===== src/rtl/time_set_pkg.sv =====
// Shared types, field constants and BCD step helpers for the time-set controller.
package time_set_pkg;

    typedef enum logic [1:0] {
        RUN      = 2'd0,
        SET_HOUR = 2'd1,
        SET_MIN  = 2'd2,
        COMMIT   = 2'd3
    } ts_state_e;

    localparam logic [1:0] HOUR_TENS_MAX = 2'd2;
    localparam logic [5:0] HOUR_MAX_BCD  = 6'h23;
    localparam logic [2:0] MIN_TENS_MAX  = 3'd5;

    localparam logic [5:0] HOUR_MASK = 6'b110000;
    localparam logic [5:0] MIN_MASK  = 6'b001100;

    // Any code at or past 23 (including malformed input) wraps to 00.
    function automatic logic [5:0] bcd_hour_inc(input logic [5:0] h);
        logic [5:0] r;
        if (h >= HOUR_MAX_BCD) begin
            r = 6'h00;
        end else if (h[3:0] >= 4'd9) begin
            if (h[5:4] >= HOUR_TENS_MAX) r = 6'h00;
            else                         r = {2'(h[5:4] + 2'd1), 4'd0};
        end else begin
            r = {h[5:4], 4'(h[3:0] + 4'd1)};
        end
        return r;
    endfunction

    function automatic logic [6:0] bcd_min_inc(input logic [6:0] m);
        logic [6:0] r;
        if (m[3:0] >= 4'd9) begin
            if (m[6:4] >= MIN_TENS_MAX) r = 7'h00;
            else                        r = {3'(m[6:4] + 3'd1), 4'd0};
        end else begin
            r = {m[6:4], 4'(m[3:0] + 4'd1)};
        end
        return r;
    endfunction

endpackage


===== src/rtl/key_debounce.sv =====
// Two-flop synchronizer plus down-counter debounce for one active-low push-button.
// press_o pulses for one cycle when the debounced level falls; release is silent.
module key_debounce #(
    parameter int unsigned DEBOUNCE_CYCLES = 1000000
) (
    input  logic clk_i,
    input  logic rst_i,
    input  logic key_n_i,
    output logic level_o,
    output logic press_o
);

    localparam int unsigned CNT_W = (DEBOUNCE_CYCLES > 1) ? $clog2(DEBOUNCE_CYCLES) : 1;
    localparam logic [CNT_W-1:0] CNT_LD = CNT_W'(DEBOUNCE_CYCLES - 1);

    logic [1:0]       sync_q;
    logic             stable_q, stable_d;
    logic             press_q, press_d;
    logic [CNT_W-1:0] cnt_q, cnt_d;

    always_ff @(posedge clk_i) begin
        if (rst_i) begin
            sync_q   <= 2'b11;
            stable_q <= 1'b1;
            press_q  <= 1'b0;
            cnt_q    <= '0;
        end else begin
            sync_q   <= {sync_q[0], key_n_i};
            stable_q <= stable_d;
            press_q  <= press_d;
            cnt_q    <= cnt_d;
        end
    end

    // Counter reloads whenever the synchronized sample agrees with the stable level,
    // so only an unbroken run of DEBOUNCE_CYCLES differing samples is accepted.
    always_comb begin
        stable_d = stable_q;
        press_d  = 1'b0;
        cnt_d    = CNT_LD;
        if (sync_q[1] != stable_q) begin
            if (cnt_q == '0) begin
                stable_d = sync_q[1];
                press_d  = ~sync_q[1];
            end else begin
                cnt_d = cnt_q - 1'b1;
            end
        end
    end

    assign level_o = stable_q;
    assign press_o = press_q;

endmodule


===== src/rtl/time_set_controller.sv =====
// Time-entry controller: debounced MODE/INC keys edit HH:MM in BCD, then strobe load.
// Optional auto-repeat on a held INC key is built when TIME_SET_AUTOREPEAT_EN is defined.
//
//   state    | meaning
//   RUN      | clock running, set_* hold last edited value
//   SET_HOUR | editing hour field, HEX5..HEX4 blink
//   SET_MIN  | editing minute field, HEX3..HEX2 blink
//   COMMIT   | one-cycle load strobe, then back to RUN
module time_set_controller
    import time_set_pkg::*;
#(
    parameter int unsigned DEBOUNCE_CYCLES = 1000000,
    parameter int unsigned BLINK_HALF      = 12500000,
    parameter int unsigned REPEAT_DELAY    = 25000000,
    parameter int unsigned REPEAT_RATE     = 5000000
) (
    input  logic       clock_in,
    input  logic       reset,
    input  logic       key_mode_n,
    input  logic       key_inc_n,
    input  logic [5:0] cur_hour,
    input  logic [6:0] cur_min,
    output logic       editing,
    output logic       load,
    output logic [5:0] set_hour,
    output logic [6:0] set_min,
    output logic [5:0] blink_mask
);

    localparam int unsigned BLINK_W = (BLINK_HALF > 1) ? $clog2(BLINK_HALF) : 1;
    localparam logic [BLINK_W-1:0] BLINK_LD = BLINK_W'(BLINK_HALF - 1);

    ts_state_e          state_q, state_d;
    logic [5:0]         set_hour_q, set_hour_d;
    logic [6:0]         set_min_q, set_min_d;
    logic [BLINK_W-1:0] blink_cnt_q, blink_cnt_d;
    logic               blink_ph_q, blink_ph_d;

    logic mode_press, inc_press;
    logic mode_level, inc_level;
    logic rep_fire;
    logic inc_evt;
    logic in_field;

    key_debounce #(.DEBOUNCE_CYCLES(DEBOUNCE_CYCLES)) u_key_mode (
        .clk_i   (clock_in),
        .rst_i   (reset),
        .key_n_i (key_mode_n),
        .level_o (mode_level),
        .press_o (mode_press)
    );

    key_debounce #(.DEBOUNCE_CYCLES(DEBOUNCE_CYCLES)) u_key_inc (
        .clk_i   (clock_in),
        .rst_i   (reset),
        .key_n_i (key_inc_n),
        .level_o (inc_level),
        .press_o (inc_press)
    );

    assign in_field = (state_q == SET_HOUR) || (state_q == SET_MIN);

    always_ff @(posedge clock_in) begin
        if (reset) begin
            state_q     <= RUN;
            set_hour_q  <= '0;
            set_min_q   <= '0;
            blink_cnt_q <= '0;
            blink_ph_q  <= 1'b0;
        end else begin
            state_q     <= state_d;
            set_hour_q  <= set_hour_d;
            set_min_q   <= set_min_d;
            blink_cnt_q <= blink_cnt_d;
            blink_ph_q  <= blink_ph_d;
        end
    end

    always_comb begin
        state_d = state_q;
        case (state_q)
            RUN:      if (mode_press) state_d = SET_HOUR;
            SET_HOUR: if (mode_press) state_d = SET_MIN;
            SET_MIN:  if (mode_press) state_d = COMMIT;
            COMMIT:   state_d = RUN;
            default:  state_d = RUN;
        endcase
    end

`ifdef TIME_SET_AUTOREPEAT_EN
    localparam int unsigned REP_MAX = (REPEAT_DELAY > REPEAT_RATE) ? REPEAT_DELAY : REPEAT_RATE;
    localparam int unsigned REP_W   = (REP_MAX > 1) ? $clog2(REP_MAX) : 1;
    localparam logic [REP_W-1:0] REP_DELAY_LD = REP_W'(REPEAT_DELAY - 1);
    localparam logic [REP_W-1:0] REP_RATE_LD  = REP_W'(REPEAT_RATE - 1);

    logic [REP_W-1:0] rep_cnt_q, rep_cnt_d;
    logic             rep_act_q, rep_act_d;
    logic             unused_levels;

    assign unused_levels = mode_level;

    always_ff @(posedge clock_in) begin
        if (reset) begin
            rep_cnt_q <= '0;
            rep_act_q <= 1'b0;
        end else begin
            rep_cnt_q <= rep_cnt_d;
            rep_act_q <= rep_act_d;
        end
    end

    // Timer is armed by the press itself and dies on release or any state change.
    always_comb begin
        rep_cnt_d = rep_cnt_q;
        rep_act_d = rep_act_q;
        rep_fire  = 1'b0;
        if (!in_field || inc_level || (state_d != state_q)) begin
            rep_cnt_d = '0;
            rep_act_d = 1'b0;
        end else if (inc_press) begin
            rep_cnt_d = REP_DELAY_LD;
            rep_act_d = 1'b1;
        end else if (rep_act_q) begin
            if (rep_cnt_q == '0) begin
                rep_fire  = 1'b1;
                rep_cnt_d = REP_RATE_LD;
            end else begin
                rep_cnt_d = rep_cnt_q - 1'b1;
            end
        end
    end
`else
    localparam int unsigned unused_repeat_cfg = REPEAT_DELAY + REPEAT_RATE;
    logic unused_levels;

    assign unused_levels = mode_level ^ inc_level;
    assign rep_fire      = 1'b0;
`endif

    // Mode takes priority: an increment arriving with a mode press is dropped.
    assign inc_evt = (inc_press | rep_fire) & ~mode_press;

    always_comb begin
        set_hour_d = set_hour_q;
        set_min_d  = set_min_q;
        if ((state_q == RUN) && mode_press) begin
            set_hour_d = cur_hour;
            set_min_d  = cur_min;
        end else if (inc_evt && (state_q == SET_HOUR)) begin
            set_hour_d = bcd_hour_inc(set_hour_q);
        end else if (inc_evt && (state_q == SET_MIN)) begin
            set_min_d = bcd_min_inc(set_min_q);
        end
    end

    // Phase restarts visible on every state change or increment so the new value shows at once.
    always_comb begin
        blink_cnt_d = blink_cnt_q;
        blink_ph_d  = blink_ph_q;
        if ((state_d != state_q) || (inc_evt && in_field)) begin
            blink_cnt_d = BLINK_LD;
            blink_ph_d  = 1'b0;
        end else if (in_field) begin
            if (blink_cnt_q == '0) begin
                blink_cnt_d = BLINK_LD;
                blink_ph_d  = ~blink_ph_q;
            end else begin
                blink_cnt_d = blink_cnt_q - 1'b1;
            end
        end else begin
            blink_cnt_d = '0;
            blink_ph_d  = 1'b0;
        end
    end

    always_comb begin
        blink_mask = '0;
        if (blink_ph_q) begin
            if (state_q == SET_HOUR)     blink_mask = HOUR_MASK;
            else if (state_q == SET_MIN) blink_mask = MIN_MASK;
        end
    end

    assign editing  = (state_q != RUN);
    assign load     = (state_q == COMMIT);
    assign set_hour = set_hour_q;
    assign set_min  = set_min_q;

endmodule


===== config.mk =====
export PLATFORM = sky130hd
export DESIGN_NAME = time_set_controller
export DESIGN_NICKNAME = d
export VERILOG_FILES = /design/src/rtl/time_set_pkg.sv /design/src/rtl/key_debounce.sv /design/src/rtl/time_set_controller.sv
export SDC_FILE = /design/constraint.sdc
export NUM_CORES = 1
export LEC_CHECK = 0
export BUFFER_PORTS_ARGS = -buffer_cell sky130_fd_sc_hd__buf_2
export CAP_MARGIN = 5
export CORE_ASPECT_RATIO = 0.75
export CORE_MARGIN = 3
export CORE_UTILIZATION = 54
export CTS_CLUSTER_DIAMETER = 60
export DETAILED_ROUTE_END_ITERATION = 10
export PLACE_DENSITY = 0.76
export SLEW_MARGIN = 20
export SYNTH_ARGS = -nofsm -noshare
export SYNTH_HDL_FRONTEND = slang
export SYNTH_SLANG_ARGS = --single-unit

===== constraint.sdc =====
create_clock -name clock_in -period 2.21 [get_ports clock_in]
set_input_delay 0.442 -clock clock_in [delete_from_list [all_inputs] [get_ports clock_in]]
set_output_delay 0.442 -clock clock_in [all_outputs]
set_load 0.005 [all_outputs]

* Word-level counts from Yosys, hierarchy flattened *
Cells that the tools add are included.

cells by class
  add/subtract/negate cells = 7
  order comparisons = 5
  eq/ne operators = 7
  multiplexer cells = 24
  bitwise operators = 10
  reductions and logical operators = 26

operator list
  operator                                                               count
  20-bit two-way mux                                                     4
  24-bit two-way mux                                                     3
  6-bit two-way mux                                                      7
  20-bit logical NOT                                                     2
  20-bit by 1-bit subtractor with 20-bit output (second input constant)  2
  7-bit two-way mux                                                      5
  24-bit logical NOT                                                     1
  24-bit by 1-bit subtractor with 24-bit output (second input constant)  1
  3-bit OR reduction                                                     5
  1-bit NOT                                                              9
  4-bit by 1-bit adder with 4-bit output (second input constant)         2
  4-bit greater-or-equal comparator (second input constant)              2
  2-bit case mux with 4 select lines                                     1
  2-bit AND reduction                                                    4
  2-bit nonzero test                                                     4
  6-bit greater-or-equal comparator (second input constant)              1
  2-bit two-way mux                                                      3
  2-bit == test (second input constant)                                  2
  1-bit logical AND                                                      4
  4-bit two-way mux                                                      1
  4-bit OR reduction                                                     1
  3-bit by 1-bit adder with 3-bit output (second input constant)         1
  3-bit greater-or-equal comparator (second input constant)              1
  3-bit AND reduction                                                    1
  10 further kinds                                                       12

word-level totals
  register bits after elaboration = 88
  input port bits = 17
  output and inout bits = 21
  word-level logic and storage cells = 97

* Longest topological paths before layout *
  depth in word-level cells = 6
  gate-level depth with buffers = 9
  mapped depth without buffers = 7

* Cells and area by module *
From an unflattened synthesis, not the netlist that was laid out.

unflattened totals
  cells, all modules = 520
  area total of the unflattened synthesis = 4565.6 um2

by module, submodules not included
  module               instances  cells an instance  area each (um2)  seq. area each (um2)
  time_set_controller  1          300                2393.5           800.8
  key_debounce         2          110                1086.0           480.5

* Least setup slack after synthesis *
Ideal clock, no wire load.

  kind = register to register
  start = register blink_cnt_q[16]
  end = register blink_cnt_q[23]
  library setup time = 0.130 ns
  arrival = 1.963 ns
  data required time = 2.080 ns
  slack = 0.117 ns
  stages on the path, launching flop included = 7
  path buffers = 1
  period minus slack after synthesis = 2.093 ns
  cells stage by stage = dfxtp_1 > or4_1 > buf_2 > or4_4 > or3_1 > a21oi_1 > o21ai_0

on the way
  word-level cells in the longest chain between the ends = 4
  elaborated cells between the ends (all ways) = 5
  those cells by class = add/sub: 1; mux: 3; reduce/logical: 1

RTL lines
  what                                                                                        RTL line                                                text
  start: declaration                                                                          time_set_controller.sv:36                               logic [BLINK_W-1:0] blink_cnt_q, blink_cnt_d;
  start signal: assignment                                                                    time_set_controller.sv:74                               blink_cnt_q <= blink_cnt_d;
  24-bit by 1-bit subtractor with 24-bit output / 24-bit logical NOT (equally long branches)  time_set_controller.sv:168, time_set_controller.sv:164
  24-bit two-way mux *                                                                        time_set_controller.sv:164                              if (blink_cnt_q == '0) begin
  24-bit two-way mux *                                                                        time_set_controller.sv:163                              end else if (in_field) begin
  24-bit two-way mux *                                                                        time_set_controller.sv:160                              if ((state_d != state_q) || (inc_evt && in_field)) begin

Every way passes the cells marked *; elsewhere a longest branch is shown, timed or not.
A chain may end at the register's enable or synchronous reset.

* Final worst setup path *
  start = register blink_cnt_q[16]
  end = register blink_cnt_q[13]

on the way
  word-level cells in the longest chain between the ends = 4

RTL lines
  what                RTL line
  24-bit logical NOT  time_set_controller.sv:164
  24-bit two-way mux  time_set_controller.sv:164
  24-bit two-way mux  time_set_controller.sv:163
  24-bit two-way mux  time_set_controller.sv:160

Every way passes these cells.

==> impl_metrics.yaml <==
timing:
  hold_slack_ns: 0.2558
  fin_crit_ns: 2.120
  tns_ns: 0
  maxSlewHeadroom_pct: 66.67
  hold_viol_final: 0
  period_share_pct: 95.92
  report.final.slew_viol_count: 0
  setup_violations: 0
  max_freq_mhz: 471.7
  max_slew.worst_pin.slew_ns: 0.4958
  fin_skew_ns: 0.01162
  rsz0062_at_grt: "no"
floorplanning:
  io_pins: 38
  initial_utilization_pct: 57.47
  fp-row-count: 27
  die_w_microns: 109.6
  die_h_microns: 83.72
  core_area_sq_um: 7567
  floorplan.die_area_sq_um: 9178
run_status:
  status: "finished clean"
setup_path:
  max_stage_delay_ns: 0.56
  crit_path_max_fanout: 9
  cp-start-kind: "flop"
  critPathRequiredTime_ns: 2.50
  critical_path_class: "reg -> reg"
  crit_family: "simple AND/OR/NAND/NOR gates"
  cp.arrival_ns: 2.41
  r2r_start: "blink_cnt_q[16]"
  startpoint: "blink_cnt_q[16]"
  cp.depth: 6
  cp_slowest_cell: "or4_1"
  worstPathCellList: "or4_1 > or4_4 > nor2_4 > buf_4 > nand2_1 > o211ai_1"
  worstSetupEndpointType: "flop"
  rr_worst_depth: 6
  path_buf_inv: 1
cells_and_area:
  syn_to_final_growth_pct: 13.90
  final_util_pct: 65.46
  drive_gt1_share_pct: 15.52
  layout.nets: 585
  num-fill-cells: 655
  diodes: 0
global_route:
  gr-usage-met3_pct: 6.806
  grt_max_degree: 38
  use_met2_pct: 31.75
  antenna_found_initial: 0
  grt_pass1_wl_microns: 15460
  gr-total-overflow: 0
  busiest_layer: "met2"
  grt_pass1_vias: 3407
  use_met1_pct: 27.40
  grtUsageTotal_pct: 20.72
clock_tree:
  tritoncts: "built"
  ctsHtreeMaxLevel: 3
  clock-sinks: 88
  cts_hold_buf: 0
  clk_latency_ns: 0.37
  cts_buffer_depth: 2
  root_buffer: "clkbuf_8"
  clkTransAtPathRegs_ns: 0.09
  cts_buffers: 9
routing:
  drc_errors: 0
  post_drt_wl_per_cell_microns: 13.87
  dr_total_vias: 3709
  drtPass1Iterations: 4
  routed_wl_microns: 9088
  drt_iter0_drc: 170
  vias_per_cell: 5.663
  ant_nets: 0
yosys:
  syn_avg_cell_area_sq_um: 8.629
  yosys.area.top_type: "dfxtp_1"
  synth.distinct_cells: 57
  synth_most_common_cell: "dfxtp_1"
  synth_top_flop_cell: "dfxtp_1"
  synth_seq_cells: 88
  synthCells: 504
  synth_common_cells: "88 x dfxtp_1, 52 x nor2_1"
  synth_top_area_share_pct: 40.51
  synth_edf_count: 0
  async_reset_ff_share_pct: 0
  ys.warnings.count: 0
  syn-cell-area_sq_um: 4349
  ys_top_cells_by_area: "dfxtp_1 41%, xnor2_1 6.4%, ha_1 5.5%"
  seq_area_frac_synth_pct: 40.51
min_path:
  worst_hold_path_type: "in -> reg"
  hold_start: "key_mode_n"
  hold_path_depth: 2
placed_design:
  hpwl_microns: 6405
  io_buffer_count: 35
  place.gp.congestion: 0.8749
pwr:
  p_leak_nw: 2.063
  cellPowerDensity_nw_per_um2: 616.0
  ir_worst_vdd_v: 0.0004573
run:
  maxCapViolCount: 0
==> worst reg2reg max path, stage by stage, from the launching register on <==
cell,delay (ns)
dfxtp_1,0.34
or4_1,0.56
or4_4,0.54
nor2_4,0.18
buf_4,0.19
nand2_1,0.12
o211ai_1,0.14
==> logic make-up (layout without fill, tap and decap cells) <==
kind of cell | Yosys count | in the layout | synth area share (%)
xor+xnor | 52 | 52 | 10.47
simple gates | 205 | 205 | 25.11
fa+ha+maj | 19 | 19 | 5.466
compound gates | 95 | 95 | 13.84
mux | 1 | 1 | 0.2302
other cells | 1 | 2 | 0.08622
flops | 88 | 88 | 40.51
buf+inv | 43 | 92 | 4.287
==> registers in the layout, indices dropped and copies added, names as in the netlist, 2 cells and up <==
register           count
blink_cnt_q           24
set_hour               6
u_key_inc.sync_q       2
u_key_mode.cnt_q      20
state_q                2
u_key_inc.cnt_q       20
set_min                7
u_key_mode.sync_q      2
==> per-layer routing <==
metal / part of all wire (%) / up-vias / wire length [microns]
li1: - / 1872 / -
met1: 49 / 1736 / 4479
met2: 45 / 84 / 4101
met3: 4.0 / 17 / 362
met4: 1.6 / 0 / 145
met5: 0 / - / 0
==> report_power, final <==
| part | switching [mW] | internal, mW | total, mW |
|---|---|---|---|
| Clock | 0.587 | 0.671 | 1.26 |
| Combinational | 0.0789 | 0.0647 | 0.144 |
| Sequential | 0.0324 | 1.62 | 1.65 |
| Total | 0.698 | 2.35 | 3.05 |
==> final cells by class <==
class | count | area (sq um) | area share (%)
inverters | 19 | 71.32 | 1.440
multi-input cells | 374 | 2411 | 48.67
well taps | 101 | 126.4 | 2.551
flip-flops and latches | 88 | 1762 | 35.56
clock inverters | 6 | 92.59 | 1.869
repair buffers | 57 | 352.8 | 7.123
clock buffers | 10 | 137.6 | 2.778
==> layout by cell type (no fill, tap or decap), drive strengths merged, types with 2 or more instances in the layout <==
cell type and n:
a211o 3, a211oi 7, a21o 2, a21oi 32
a22oi 4, a31oi 3, and2 4, buf 57
bufinv 2, clkbuf 10, clkinv 2, clkinvlp 2
conb 2, dfxtp 88, ha 19, inv 19
nand2 32, nand2b 5, nand3 12, nand3b 3
nand4 6, nand4b 2, nor2 53, nor2b 5
nor3 32, nor3b 2, nor4 15, nor4b 6
o211ai 4, o21ai 20, o22ai 2, o311a 2
o31a 3, o31ai 4, or2 4, or3 8
or3b 2, or4 11, xnor2 32, xor2 20
==> repair_timing <==
item	4_1_cts	5_1_grt
setup endpoints to repair	0	10
endpoints found under the hold margin	0	0
resized for setup	0	2
setup buffers	0	1
==> stage by stage <==
step / cell area, sq um / setup WS, ns / cells / total power, mW
3_5_place_dp: 4710 / 0.1134 / 638 / 1.826
6_report: 4954 / 0.09008 / 655 / 3.051
2_1_floorplan: 4353 / 0.1172 / 505 / 1.785
3_3_place_gp: 4710 / 0.1536 / 638 / 1.821
5_1_grt: 4954 / 0.0003204 / 655 / 3.182
4_1_cts: 4940 / 0.09863 / 654 / 3.096
==> path summary, 6_finish.rpt <==
kind         slack [ns]                   end
max                0.09       blink_cnt_q[13]
min                0.26  u_key_mode.sync_q[0]
max reg2reg        0.09       blink_cnt_q[13]
min reg2reg        0.41   u_key_inc.sync_q[1]
(Power assumes the default switching activity.)
